[src/rtl/mem_port_arbiter.sv]
// Shares one single-port 16-bit memory between instruction fetch and the EXM data port.
// Wide data accesses take two word cycles, low word first; read data returns one cycle after issue.
module mem_port_arbiter #(
  parameter int ADDR_W       = 20,
  parameter int STARVE_LIMIT = 4
) (
  input  logic              i_clk,
  input  logic              i_reset,
  input  logic              i_f_req,
  input  logic [ADDR_W-1:0] i_f_addr,
  output logic              o_f_gnt,
  output logic              o_f_valid,
  output logic [15:0]       o_f_rdata,
  input  logic              i_d_req,
  input  logic              i_d_we,
  input  logic              i_d_wide,
  input  logic [ADDR_W-1:0] i_d_addr,
  input  logic [31:0]       i_d_wdata,
  output logic              o_d_gnt,
  output logic              o_d_valid,
  output logic [31:0]       o_d_rdata,
  output logic              o_stall_fetch,
  output logic              o_stall_data,
  output logic              o_m_en,
  output logic              o_m_we,
  output logic [ADDR_W-1:0] o_m_addr,
  output logic [15:0]       o_m_wdata,
  input  logic [15:0]       i_m_rdata
);

  // state   | meaning
  // IDLE    | arbitrate fetch vs data, issue one word
  // WIDE_HI | issue the high word of a latched 32-bit data access
  localparam logic [0:0] IDLE    = 1'b0;
  localparam logic [0:0] WIDE_HI = 1'b1;

  localparam logic [2:0] TAG_NONE     = 3'd0;
  localparam logic [2:0] TAG_FETCH    = 3'd1;
  localparam logic [2:0] TAG_D_NARROW = 3'd2;
  localparam logic [2:0] TAG_D_LO     = 3'd3;
  localparam logic [2:0] TAG_D_HI     = 3'd4;

  localparam int SW = $clog2(STARVE_LIMIT + 1);

  logic [0:0]        state;
  logic [2:0]        tag;
  logic [SW-1:0]     streak;
  logic [ADDR_W-1:0] lat_addr;
  logic              lat_we;
  logic [15:0]       lat_wdata;
  logic [15:0]       lo_word;
  logic [15:0]       f_hold;
  logic [31:0]       d_hold;

  logic run, sat, hi, f_win, d_win;

  // all combinational outputs are gated by run so they read low while reset is asserted
  assign run   = i_reset;
  assign sat   = (streak == SW'(STARVE_LIMIT));
  assign hi    = run & (state == WIDE_HI);
  assign f_win = run & (state == IDLE) & i_f_req & (~i_d_req | sat);
  assign d_win = run & (state == IDLE) & i_d_req & ~f_win;

  assign o_m_en        = f_win | d_win | hi;
  assign o_m_we        = (d_win & i_d_we) | (hi & lat_we);
  assign o_m_addr      = hi ? lat_addr : (f_win ? i_f_addr : i_d_addr);
  assign o_m_wdata     = hi ? lat_wdata : i_d_wdata[15:0];
  assign o_f_gnt       = f_win;
  assign o_d_gnt       = (d_win & ~i_d_wide) | hi;
  assign o_stall_fetch = run & i_f_req & ~o_f_gnt;
  assign o_stall_data  = run & i_d_req & ~o_d_gnt;

  assign o_f_valid = (tag == TAG_FETCH);
  assign o_d_valid = (tag == TAG_D_NARROW) | (tag == TAG_D_HI);
  assign o_f_rdata = (tag == TAG_FETCH) ? i_m_rdata : f_hold;

  always_comb begin
    o_d_rdata = d_hold;
    if (tag == TAG_D_NARROW) o_d_rdata = {16'h0000, i_m_rdata};
    else if (tag == TAG_D_HI) o_d_rdata = {i_m_rdata, lo_word};
  end

  always_ff @(posedge i_clk or negedge i_reset) begin
    if (!i_reset) begin
      state     <= IDLE;
      tag       <= TAG_NONE;
      streak    <= '0;
      lat_addr  <= '0;
      lat_we    <= 1'b0;
      lat_wdata <= '0;
      lo_word   <= '0;
      f_hold    <= '0;
      d_hold    <= '0;
    end else begin
      if (d_win && i_d_wide) begin
        state     <= WIDE_HI;
        lat_addr  <= i_d_addr + ADDR_W'(1);
        lat_we    <= i_d_we;
        lat_wdata <= i_d_wdata[31:16];
      end else if (hi) begin
        state <= IDLE;
      end

      if (f_win)                 tag <= TAG_FETCH;
      else if (d_win && !i_d_we) tag <= i_d_wide ? TAG_D_LO : TAG_D_NARROW;
      else if (hi && !lat_we)    tag <= TAG_D_HI;
      else                       tag <= TAG_NONE;

      if (!i_f_req || f_win)            streak <= '0;
      else if ((d_win || hi) && !sat)   streak <= streak + SW'(1);

      if (tag == TAG_FETCH) f_hold  <= i_m_rdata;
      if (tag == TAG_D_LO)  lo_word <= i_m_rdata;
      if (o_d_valid)        d_hold  <= o_d_rdata;
    end
  end

endmodule
[config.mk]
export PLATFORM = sky130hd
export DESIGN_NAME = mem_port_arbiter
export DESIGN_NICKNAME = d
export VERILOG_FILES = /design/src/rtl/mem_port_arbiter.sv
export SDC_FILE = /design/constraint.sdc
export NUM_CORES = 1
export LEC_CHECK = 0
export ABC_AREA = 1
export CAP_MARGIN = 10
export CORE_UTILIZATION = 42
export CTS_CLUSTER_DIAMETER = 100
export DETAILED_ROUTE_END_ITERATION = 12
export PLACE_DENSITY = 0.89
export SYNTH_ARGS = -nofsm -noshare
export SYNTH_HDL_FRONTEND = slang
export SYNTH_SLANG_ARGS = --single-unit
[constraint.sdc]
create_clock -name i_clk -period 1.34 [get_ports i_clk]
set_input_delay 0.134 -clock i_clk [delete_from_list [all_inputs] [get_ports i_clk]]
set_output_delay 0.134 -clock i_clk [all_outputs]
set_load 0.01 [all_outputs]
Word-level counts from Yosys, hierarchy flattened --
Cells that the tools add are included.
Word-level totals: bits in writable memories 0, latch bits 0, memory bits (read-only) 0, memories 0, bits in registers 108
Cells by class: reductions and logical operators 12, $lt $le $gt $ge 0, add/sub/neg operators 2, shift-type cells 0, divide/modulo/power cells 0, bitwise operators 24, muxes and demuxes 14, $mul 0, equal/unequal tests 5
Operator list (count):
- $mux W32 | 2
- $mux W20 | 2
- $mux W16 | 2
- $add A20 B1 Y20 const B | 1
- $mux W3 | 5
- $and A1 B1 Y1 | 13
- $eq A3 B2 Y1 const B | 2
- $eq A3 B3 Y1 const B | 2
- $or A1 B1 Y1 | 6
- $not A1 Y1 | 5
- $logic_and A1 B1 Y1 | 4
- $logic_not A1 Y1 | 4
- $reduce_bool A2 Y1 | 2
- $add A3 B1 Y3 const B | 1
- $eq A3 B1 Y1 const B | 1
- $mux W1 | 3
- $logic_or A1 B1 Y1 | 2

Longest topological paths before layout --
Gate-level depths: netlist (run 1).
word-level depth 10, gate-level depth with buffers 10, depth with buffers taken out 9

Worst setup path after synthesis (run 1) --
No wires, ideal clock.
path kind reg-to-output, start point register streak[0], end point output port o_m_addr[10], arrival time 1416 ps, stages on the path, launching flop included 10, path slack -210 ps, cell sequence dfrtp_1 inv_1 ha_1 nand2_1 nand2_1 nand3_4 buf_6 buf_2 nand2_1 a31oi_1
On the way: word-level cells in the longest chain between the ends 5
RTL lines:
- from (decl) | RTL line 47 | logic [SW-1:0] streak;
- from (signal assigned) | RTL line 110 | else if ((d_win || hi) && !sat) streak <= streak + SW'(1);
- $eq A3 B3 Y1 | RTL line 59 | assign sat = (streak == SW'(STARVE_LIMIT));
- $or A1 B1 Y1 | RTL line 61 | assign f_win = run & (state == IDLE) & i_f_req & (~i_d_req | sat);
- $and A1 B1 Y1 | RTL line 61
- $mux W20 (2 in a row) | RTL line 66 | assign o_m_addr = hi ? lat_addr : (f_win ? i_f_addr : i_d_addr);
- to (decl) | RTL line 26 | output logic [ADDR_W-1:0] o_m_addr,
No other way between the ends.

Worst setup path after layout (run 1) --
start point register tag[0], end point output port o_d_rdata[15]
On the way: word-level cells in the longest chain between the ends 3, elaborated cells between the ends (all ways) 4, classes of those cells eq/ne (2); mux (2)
RTL lines:
- from (decl) | RTL line 46 | logic [2:0] tag;
- from (signal assigned) | RTL line 105 | else if (d_win && !i_d_we) tag <= i_d_wide ? TAG_D_LO : TAG_D_NARROW;
- $eq A3 B3 Y1 | RTL line 80 | else if (tag == TAG_D_HI) o_d_rdata = {i_m_rdata, lo_word};
- $mux W32 | RTL line 80
- $mux W32 * | RTL line 79 | if (tag == TAG_D_NARROW) o_d_rdata = {16'h0000, i_m_rdata};
- to (decl) | RTL line 21 | output logic [31:0] o_d_rdata,
Mark *: on every way between the ends. The rest lies on a longest branch, timed or not.

==> flow_summary.json, run 1 <==
{
  "status": "finished with violations",
  "violations": "negative setup slack",
  "hold_violations": 0,
  "fin_crit_ps": 2330,
  "post-synth-top-area-fraction": 0.488,
  "setup_tns_ps": -97650,
  "io_pins": 186,
  "arrival_ps": 2200,
  "wl_per_cell_um": 24.5,
  "first_global_vias": 7035,
  "dieArea_mm2": 0.0137,
  "fp.dieH_um": 117,
  "slew_headroom": 0.341,
  "synth.most_common_cell": "nand2_1",
  "antenna_found_initial": 1,
  "reg2reg_depth": 11,
  "slew_violations": 0,
  "ant_nets": 0,
  "worstMarginPinSlew_ps": 988,
  "drv_cap": 0,
  "rsz0062_at_grt": "true",
  "totalPowerFinal_mw": 13.7,
  "timing.final.crit_share": 1.74,
  "synthArstFlopShare": 1.00,
  "wl_um": 30600,
  "drc": 0,
  "path_class": "register to output pin",
  "ys_seq_area_frac": 0.488,
  "synth_common_cells": "226 x nand2_1, 108 x dfrtp_1, 93 x o21ai_0, 66 x inv_1, 37 x nor2_1",
  "first_pass_iters": 8,
  "grt_overflow": 0,
  "skew_ps": 8.45,
  "core_area_mm2": 0.0127,
  "netlist_instances": 701,
  "cp.required_ps": 1210,
  "cts.sinks": 108,
  "finish.utilization": 0.882,
  "power.density_mw_per_mm2": 1220,
  "area.growth.synth_to_final_pct": 103,
  "num_rows": 41,
  "syn_area_mm2": 0.00554,
  "ys_warn_count": 0,
  "synth_area_leader_cell": "dfrtp_1",
  "synth.avg_cell_area_um2": 7.91,
  "cts_tree": "yes",
  "clockBufferDepth": 2,
  "synth_top_cells_by_area": "dfrtp_1 49%, nand2_1 15%, o21ai_0 8.4%",
  "synth_ff_type": "dfrtp_1",
  "fmax_mhz": 429,
  "ctsRootBufferMaster": "clkbuf_16",
  "clk_pin_slew_ps": 80,
  "hp-class": "primary input to async pin",
  "h-tree-depth": 3,
  "ir_drop_uv": 692,
  "setup_viol": 184,
  "start_util": 0.436,
  "post_dp_cell_area_mm2": 0.00868,
  "power.leakage_nw": 5.37,
  "crit_path_max_fanout": 9,
  "clock_latency_ps": 360,
  "synth_edf_count": 0,
  "cts_buffers": 9,
  "ys_ff_latch": 108,
  "place_congestion": 0.913,
  "final_layout_size_suffix_gt1_frac": 0.512,
  "fin_area_mm2": 0.0112,
  "die_width_um": 117,
  "vias": 7463,
  "via_per_inst": 5.97,
  "n_antenna_cell": 0,
  "port_buffers": 185,
  "cp-start-kind": "register",
  "grt_use_total": 0.351,
  "worstSetupEndpointType": "output pin",
  "grt_pass1_wl_um": 36100,
  "syn-num-nets": 798,
  "synth.distinct_cells": 30,
  "timing.final.ws_setup_ps": -992,
  "fin_nets": 1170,
  "drt_iter0_markers": 859,
  "dpl.hpwl_um": 12800,
  "grt_start_max_net_pins": 76
}
[registers in the layout (all words and copies together) (netlist names)]
signal / cells
lo_word: 16
lat_we: 1
lat_wdata: 16
tag: 3
lat_addr: 20
streak: 3
state: 1
f_hold: 16
d_hold: 32
[placed cells by master, fill, tap and decap left out, types with 2 or more instances in the layout]
cell	count
nand3_4	5
buf_8	9
nand2_4	79
xor2_1	3
o21ai_2	33
inv_2	9
buf_16	7
nand3_1	12
o21ai_1	40
nor2_2	6
bufinv_16	2
inv_1	57
nand4_1	4
o21ai_0	25
xnor2_1	5
inv_6	4
buf_4	103
ha_1	2
buf_6	93
nor2_1	31
buf_2	65
a31oi_4	12
inv_8	3
nand2_2	36
clkdlybuf4s50_1	92
nand3_2	12
nor2_4	5
nand2_1	109
dlygate4sd3_1	2
o21bai_1	2
o21ai_4	18
dfrtp_2	2
dfrtp_1	106
o211ai_1	36
buf_12	22
nand2_8	3
clkbuf_16	11
a31oi_2	4
[layer usage]
| layer | part of all wire | wire, um | vias up | global-route usage |
|---|---|---|---|---|
| met2 | 0.49 | 15000 | 631 | 0.643 |
| li1 | - | - | 3051 | - |
| met3 | 0.11 | 3270 | 234 | 0.0875 |
| met4 | 0.078 | 2370 | 2 | 0.176 |
| met1 | 0.33 | 9940 | 3545 | 0.377 |
| met5 | 0.00046 | 14 | - | 0 |
[kinds of logic (layout without fill, tap and decap cells)]
group | Yosys count | count (layout) | share of synthesized area
compound gates | 173 | 173 | 0.179
xor+xnor | 8 | 8 | 0.0126
fa+ha+maj | 3 | 3 | 0.00677
buf+inv | 105 | 482 | 0.0856
flops | 108 | 108 | 0.488
simple gates | 304 | 304 | 0.228
[path summary, 6_finish.rpt]
| kind | to | from | slack [ps] |
|---|---|---|---|
| max | o_d_rdata[15] | tag[0] | -990 |
| min | d_hold[15] | i_reset | 140 |
| max reg2reg | d_hold[4] | tag[0] | -710 |
| min reg2reg | tag[2] | lat_we | 440 |
| max in group asynchronous | f_hold[2] | i_reset | 320 |
| min in group i_clk | lat_wdata[14] | i_d_wdata[30] | 310 |
[cell type report]
type | instances | area (um^2)
timing repair buffer | 395 | 3910
tap | 172 | 215
clock inverter | 7 | 105
sequential | 108 | 2710
inverter | 70 | 293
clock buffer | 9 | 225
multi-input combinational | 488 | 3770
fill | 519 | 1500
timing repair inverter | 1 | 11.3
[critical path, stage by stage (launching register included)]
cell and delay, ps:
dfrtp_1 410, inv_2 150, nand3_4 130, buf_6 150
buf_6 140, o211ai_1 570, buf_2 280
[metrics by stage]
step           hold WS (ps)  std cells  setup slack (ps)
5_1_grt                 248       1250             -1030
4_1_cts                 207       1210              -809
2_1_floorplan          -162        701              -123
3_5_place_dp            137       1133              -760
3_3_place_gp            145       1133              -692
6_report                143       1250              -992
[where the power goes]
part	leakage [nW]	internal, mW	switching [mW]
clock	0.159	1.67	1.38
sequential	1.33	4.09	0.770
combinational	3.88	2.76	3.00
total	5.37	8.52	5.16
[repair_timing]
item | in CTS | in global routing
endpoints found under the hold margin | 33 | 0
pin swaps | 28 | 50
hold buffers | 2 | 0
endpoints found under the setup margin | 155 | 175
resized for setup | 646 | 225
setup buffers | 48 | 57
cloned | 13 | 2
Note: power is estimated with default switching activity, not from simulation.
==> run 2, diff against run 1 <==
--- a/config.mk
+++ b/config.mk
@@ -7,10 +7,10 @@
 export LEC_CHECK = 0
 export ABC_AREA = 1
 export CAP_MARGIN = 10
-export CORE_UTILIZATION = 42
+export CORE_UTILIZATION = 30
 export CTS_CLUSTER_DIAMETER = 100
 export DETAILED_ROUTE_END_ITERATION = 12
-export PLACE_DENSITY = 0.89
+export PLACE_DENSITY = 0.71
 export SYNTH_ARGS = -nofsm -noshare
 export SYNTH_HDL_FRONTEND = slang
 export SYNTH_SLANG_ARGS = --single-unit
==> flow_summary.json, run 2 (synthesis results as in run 1) <==
{
  "status": "finished with violations",
  "violations": "negative setup slack",
  "antenna_found_initial": 0,
  "vias": 6475,
  "clock_latency_ps": 370,
  "final_layout_size_suffix_gt1_frac": 0.542,
  "top_regs": "d_hold x32, lat_addr x20",
  "cp.required_ps": 1210,
  "start_util": 0.307,
  "grt_pass1_wl_um": 32200,
  "setup_viol": 172,
  "path_class": "register to output pin",
  "slew_headroom": 0.325,
  "num_rows": 49,
  "rsz0062_at_grt": "true",
  "totalPowerFinal_mw": 13.0,
  "wl_per_cell_um": 17.8,
  "crit_path_max_fanout": 6,
  "post_dp_cell_area_mm2": 0.00880,
  "cts_buffers": 9,
  "clk_pin_slew_ps": 90,
  "grt_start_max_net_pins": 79,
  "place_congestion": 0.838,
  "largest_register_ffs": 32,
  "power.leakage_nw": 5.52,
  "cp-start-kind": "register",
  "hold_violations": 0,
  "worstMarginPinSlew_ps": 1010,
  "hp-class": "primary input to async pin",
  "drt_iter0_markers": 309,
  "dieArea_mm2": 0.0190,
  "grt_use_total": 0.222,
  "ir_drop_uv": 995,
  "first_global_vias": 6333,
  "clockBufferDepth": 2,
  "area.growth.synth_to_final_pct": 109,
  "cts_tree": "yes",
  "fin_area_mm2": 0.0116,
  "first_pass_iters": 4,
  "drc": 0,
  "fp.dieH_um": 138,
  "fin_nets": 1165,
  "fin_crit_ps": 2140,
  "drv_cap": 0,
  "grt_overflow": 0,
  "arrival_ps": 2000,
  "timing.final.crit_share": 1.60,
  "die_width_um": 138,
  "n_antenna_cell": 0,
  "wl_um": 23200,
  "dpl.hpwl_um": 12400,
  "worstSetupEndpointType": "output pin",
  "cts.sinks": 108,
  "core_area_mm2": 0.0180,
  "ant_nets": 0,
  "power.density_mw_per_mm2": 1120,
  "fmax_mhz": 468,
  "io_pins": 186,
  "mostFrequentLayoutCells": "106 x dfrtp_1, 102 x buf_6, 92 x clkdlybuf4s50_1",
  "ctsRootBufferMaster": "clkbuf_16",
  "timing.final.ws_setup_ps": -798,
  "top_register": "d_hold",
  "h-tree-depth": 3,
  "skew_ps": 15.4,
  "port_buffers": 185,
  "via_per_inst": 4.97,
  "slew_violations": 0,
  "final_common_cell": "dfrtp_1"
}
## run 2: layer usage
metal	vias up	wire, um	part of all wire	global-route usage
met5	-	0	0	0
met4	0	657	0.028	0.0719
met3	54	1620	0.070	0.0680
met2	216	12200	0.53	0.392
met1	3153	8730	0.38	0.254
li1	3052	-	-	-
## run 2: worst paths after layout
check	start	to	slack, ps	depth (start not counted)
max	streak[1]	o_m_addr[15]	-800	12
min	i_reset	d_hold[18]	10	2
max reg2reg	streak[1]	streak[1]	-610	15
min reg2reg	lat_we	tag[2]	420	1
max in group asynchronous	i_reset	lat_addr[13]	480	4
min in group i_clk	i_d_wdata[31]	lat_wdata[15]	320	3
## run 2: final cells by class
cell class,count,area (um^2)
clock buffers,9,225
fillers,1365,6430
flip-flops and latches,108,2710
multi-input cells,488,3910
clock inverters,7,93.8
well taps,229,287
inverters,70,308
repair buffers,390,4050
repair inverters,1,16.3
## run 2: timing repair
action / 4_1_cts / 5_1_grt
setup endpoints to repair: 158 / 188
pin swaps: 25 / 53
cloned: 17 / 4
hold buffers: 2 / 0
gates resized for setup: 687 / 276
buffers inserted: 60 / 51
endpoints found under the hold margin: 3 / 0
## run 2: where the power goes
group	total (mW)	internal, mW	switching, mW	leakage, nW
clock	2.85	1.35	1.50	0.153
combinational	5.47	2.93	2.54	4.03
sequential	4.72	4.09	0.630	1.33
total	13.0	8.37	4.67	5.52
## run 2: stage by stage
step	setup TNS (ps)	setup WS, ps	util	hold slack (ps)	std cells
floorplan	-4440	-123	-	-162	701
global placement	-55270	-733	0.488	61.4	1190
detailed placement	-59450	-773	0.488	64.7	1190
CTS	-77870	-801	0.583	70.1	1282
global route	-93080	-887	0.643	113	1302
finish	-78720	-798	0.643	14.2	1302
## run 2: critical path, stage by stage (launching register included)
cell	delay, ps
dfrtp_1	410
inv_2	80
ha_4	130
nand2_2	50
nand2_2	70
nand3_4	80
buf_12	160
buf_12	130
clkinv_8	60
buf_8	110
nand2_4	50
a31oi_4	170
buf_6	130
==> run 3, diff against run 2 <==
--- a/config.mk
+++ b/config.mk
@@ -11,6 +11,8 @@
 export CTS_CLUSTER_DIAMETER = 100
 export DETAILED_ROUTE_END_ITERATION = 12
 export PLACE_DENSITY = 0.71
+export SKIP_LAST_GASP = 1
+export SLEW_MARGIN = 20
 export SYNTH_ARGS = -nofsm -noshare
 export SYNTH_HDL_FRONTEND = slang
 export SYNTH_SLANG_ARGS = --single-unit
==> flow_summary.json, run 3 (synthesis results as in run 1) <==
{
  "final_common_cell": "dfrtp_1",
  "wl_um": 23800,
  "fillers": 1328,
  "fp.dieH_um": 138,
  "rsz0062_at_grt": "true",
  "r2r-start": "streak[0]",
  "h-tree-depth": 3,
  "first_pass_iters": 5,
  "power.leakage_nw": 5.56,
  "place_congestion": 0.838,
  "power.density_mw_per_mm2": 1120,
  "skew_ps": 10.5,
  "timing.final.ws_setup_ps": -814,
  "hold_violations": 0,
  "dpl.hpwl_um": 12400,
  "worstSetupEndpointType": "output pin",
  "cts_buffers": 9,
  "totalPowerFinal_mw": 13.1,
  "fin_crit_ps": 2150,
  "reg2reg_to": "lat_we",
  "gr-max-usage-layer": "met2",
  "clk_pin_slew_ps": 90,
  "worstMarginPinSlew_ps": 386,
  "grt_use_total": 0.219,
  "layout.area.seq_mm2": 0.00271,
  "ctsRootBufferMaster": "clkbuf_16",
  "drt_iter0_markers": 296,
  "slew_violations": 0,
  "reg2reg_depth": 13,
  "cp.required_ps": 1210,
  "setup_viol": 171,
  "ant_nets": 0,
  "ir_drop_uv": 1090,
  "via_per_inst": 5.05,
  "multiInputGateArea_mm2": 0.00395,
  "slew_headroom": 0.742,
  "final_layout_size_suffix_gt1_frac": 0.541,
  "violations": "negative setup slack",
  "area.growth.synth_to_final_pct": 111,
  "vias": 6591,
  "mostFrequentLayoutCells": "106 x dfrtp_1, 104 x buf_6, 99 x nand2_4",
  "num_rows": 49,
  "wl_per_cell_um": 18.2,
  "top_regs": "d_hold x32, lat_addr x20",
  "place_ws_ps": -773,
  "path_class": "register to output pin",
  "top_register": "d_hold",
  "die_width_um": 138,
  "clock_latency_ps": 370,
  "largest_register_ffs": 32,
  "grtUsageMet3": 0.0665,
  "first_global_vias": 6301,
  "arrival_ps": 2020,
  "start_util": 0.307,
  "cp-start-kind": "register",
  "grt_start_max_net_pins": 79,
  "crit_start": "streak[0]",
  "r2r_slack_ps": -630,
  "place_inst": 1190,
  "fin_nets": 1168,
  "cts.sinks": 108,
  "crit_path_max_fanout": 6,
  "drv_cap": 0,
  "hold_slack_ps": 299,
  "fin_area_mm2": 0.0117,
  "use_met1": 0.254,
  "grt_pass1_wl_um": 31800,
  "gr-usage-met2": 0.382,
  "fmax_mhz": 464,
  "port_buffers": 185,
  "antenna_found_initial": 0,
  "dieArea_mm2": 0.0190,
  "timing.final.crit_share": 1.61,
  "post_dp_cell_area_mm2": 0.00880,
  "core_area_mm2": 0.0180,
  "drc": 0,
  "n_antenna_cell": 0,
  "grt_overflow": 0,
  "finish.utilization": 0.648,
  "cts_tree": "yes",
  "hp-class": "primary input to async pin",
  "setup_tns_ps": -80180,
  "final_cells": 1305,
  "clockBufferDepth": 2,
  "status": "finished with violations",
  "io_pins": 186
}
[run 3: power by group]
group	internal, mW	switching [mW]	leakage [nW]
sequential	4.09	0.657	1.33
combinational	2.92	2.56	4.08
clock	1.35	1.49	0.153
[run 3: layout make-up]
type,count,area share
Clock buffer,9,0.0193
Sequential cell,108,0.232
Timing Repair Buffer,393,0.351
Inverter,70,0.0266
Timing Repair inverter,1,0.000964
Clock inverter,7,0.00803
Multi-Input combinational cell,488,0.338
Tap cell,229,0.0245
[run 3: how the worst max path moves through the flow]
stage	endpoint	slack, ps
3_3_place_gp	o_m_addr[19]	-730
3_5_place_dp	o_m_addr[19]	-770
2_1_floorplan	f_hold[0]	-120
6_report	o_m_addr[19]	-810
5_1_grt	o_m_addr[13]	-900
4_1_cts	o_m_addr[13]	-800
[run 3: critical path, stage by stage (launching register included)]
cell	delay, ps
dfrtp_1	380
inv_2	70
ha_4	150
nand2_2	70
nand2_2	60
nand3_4	80
buf_12	160
buf_12	120
buf_12	130
buf_6	110
nand2_4	40
a31oi_4	150
buf_6	120
[run 3: timing repair]
action | CTS | global route
endpoints found under the setup margin | 158 | 191
buffers inserted | 60 | 46
hold buffers | 2 | 1
endpoints found under the hold margin | 3 | 18
resized for setup | 620 | 330
pin swaps | 23 | 56
gates cloned | 17 | 5
[run 3: per-layer routing]
metal,vias up,wire [um]
li1,3056,-
met1,3222,8710
met2,243,12500
met3,70,1710
met4,0,801
met5,-,0
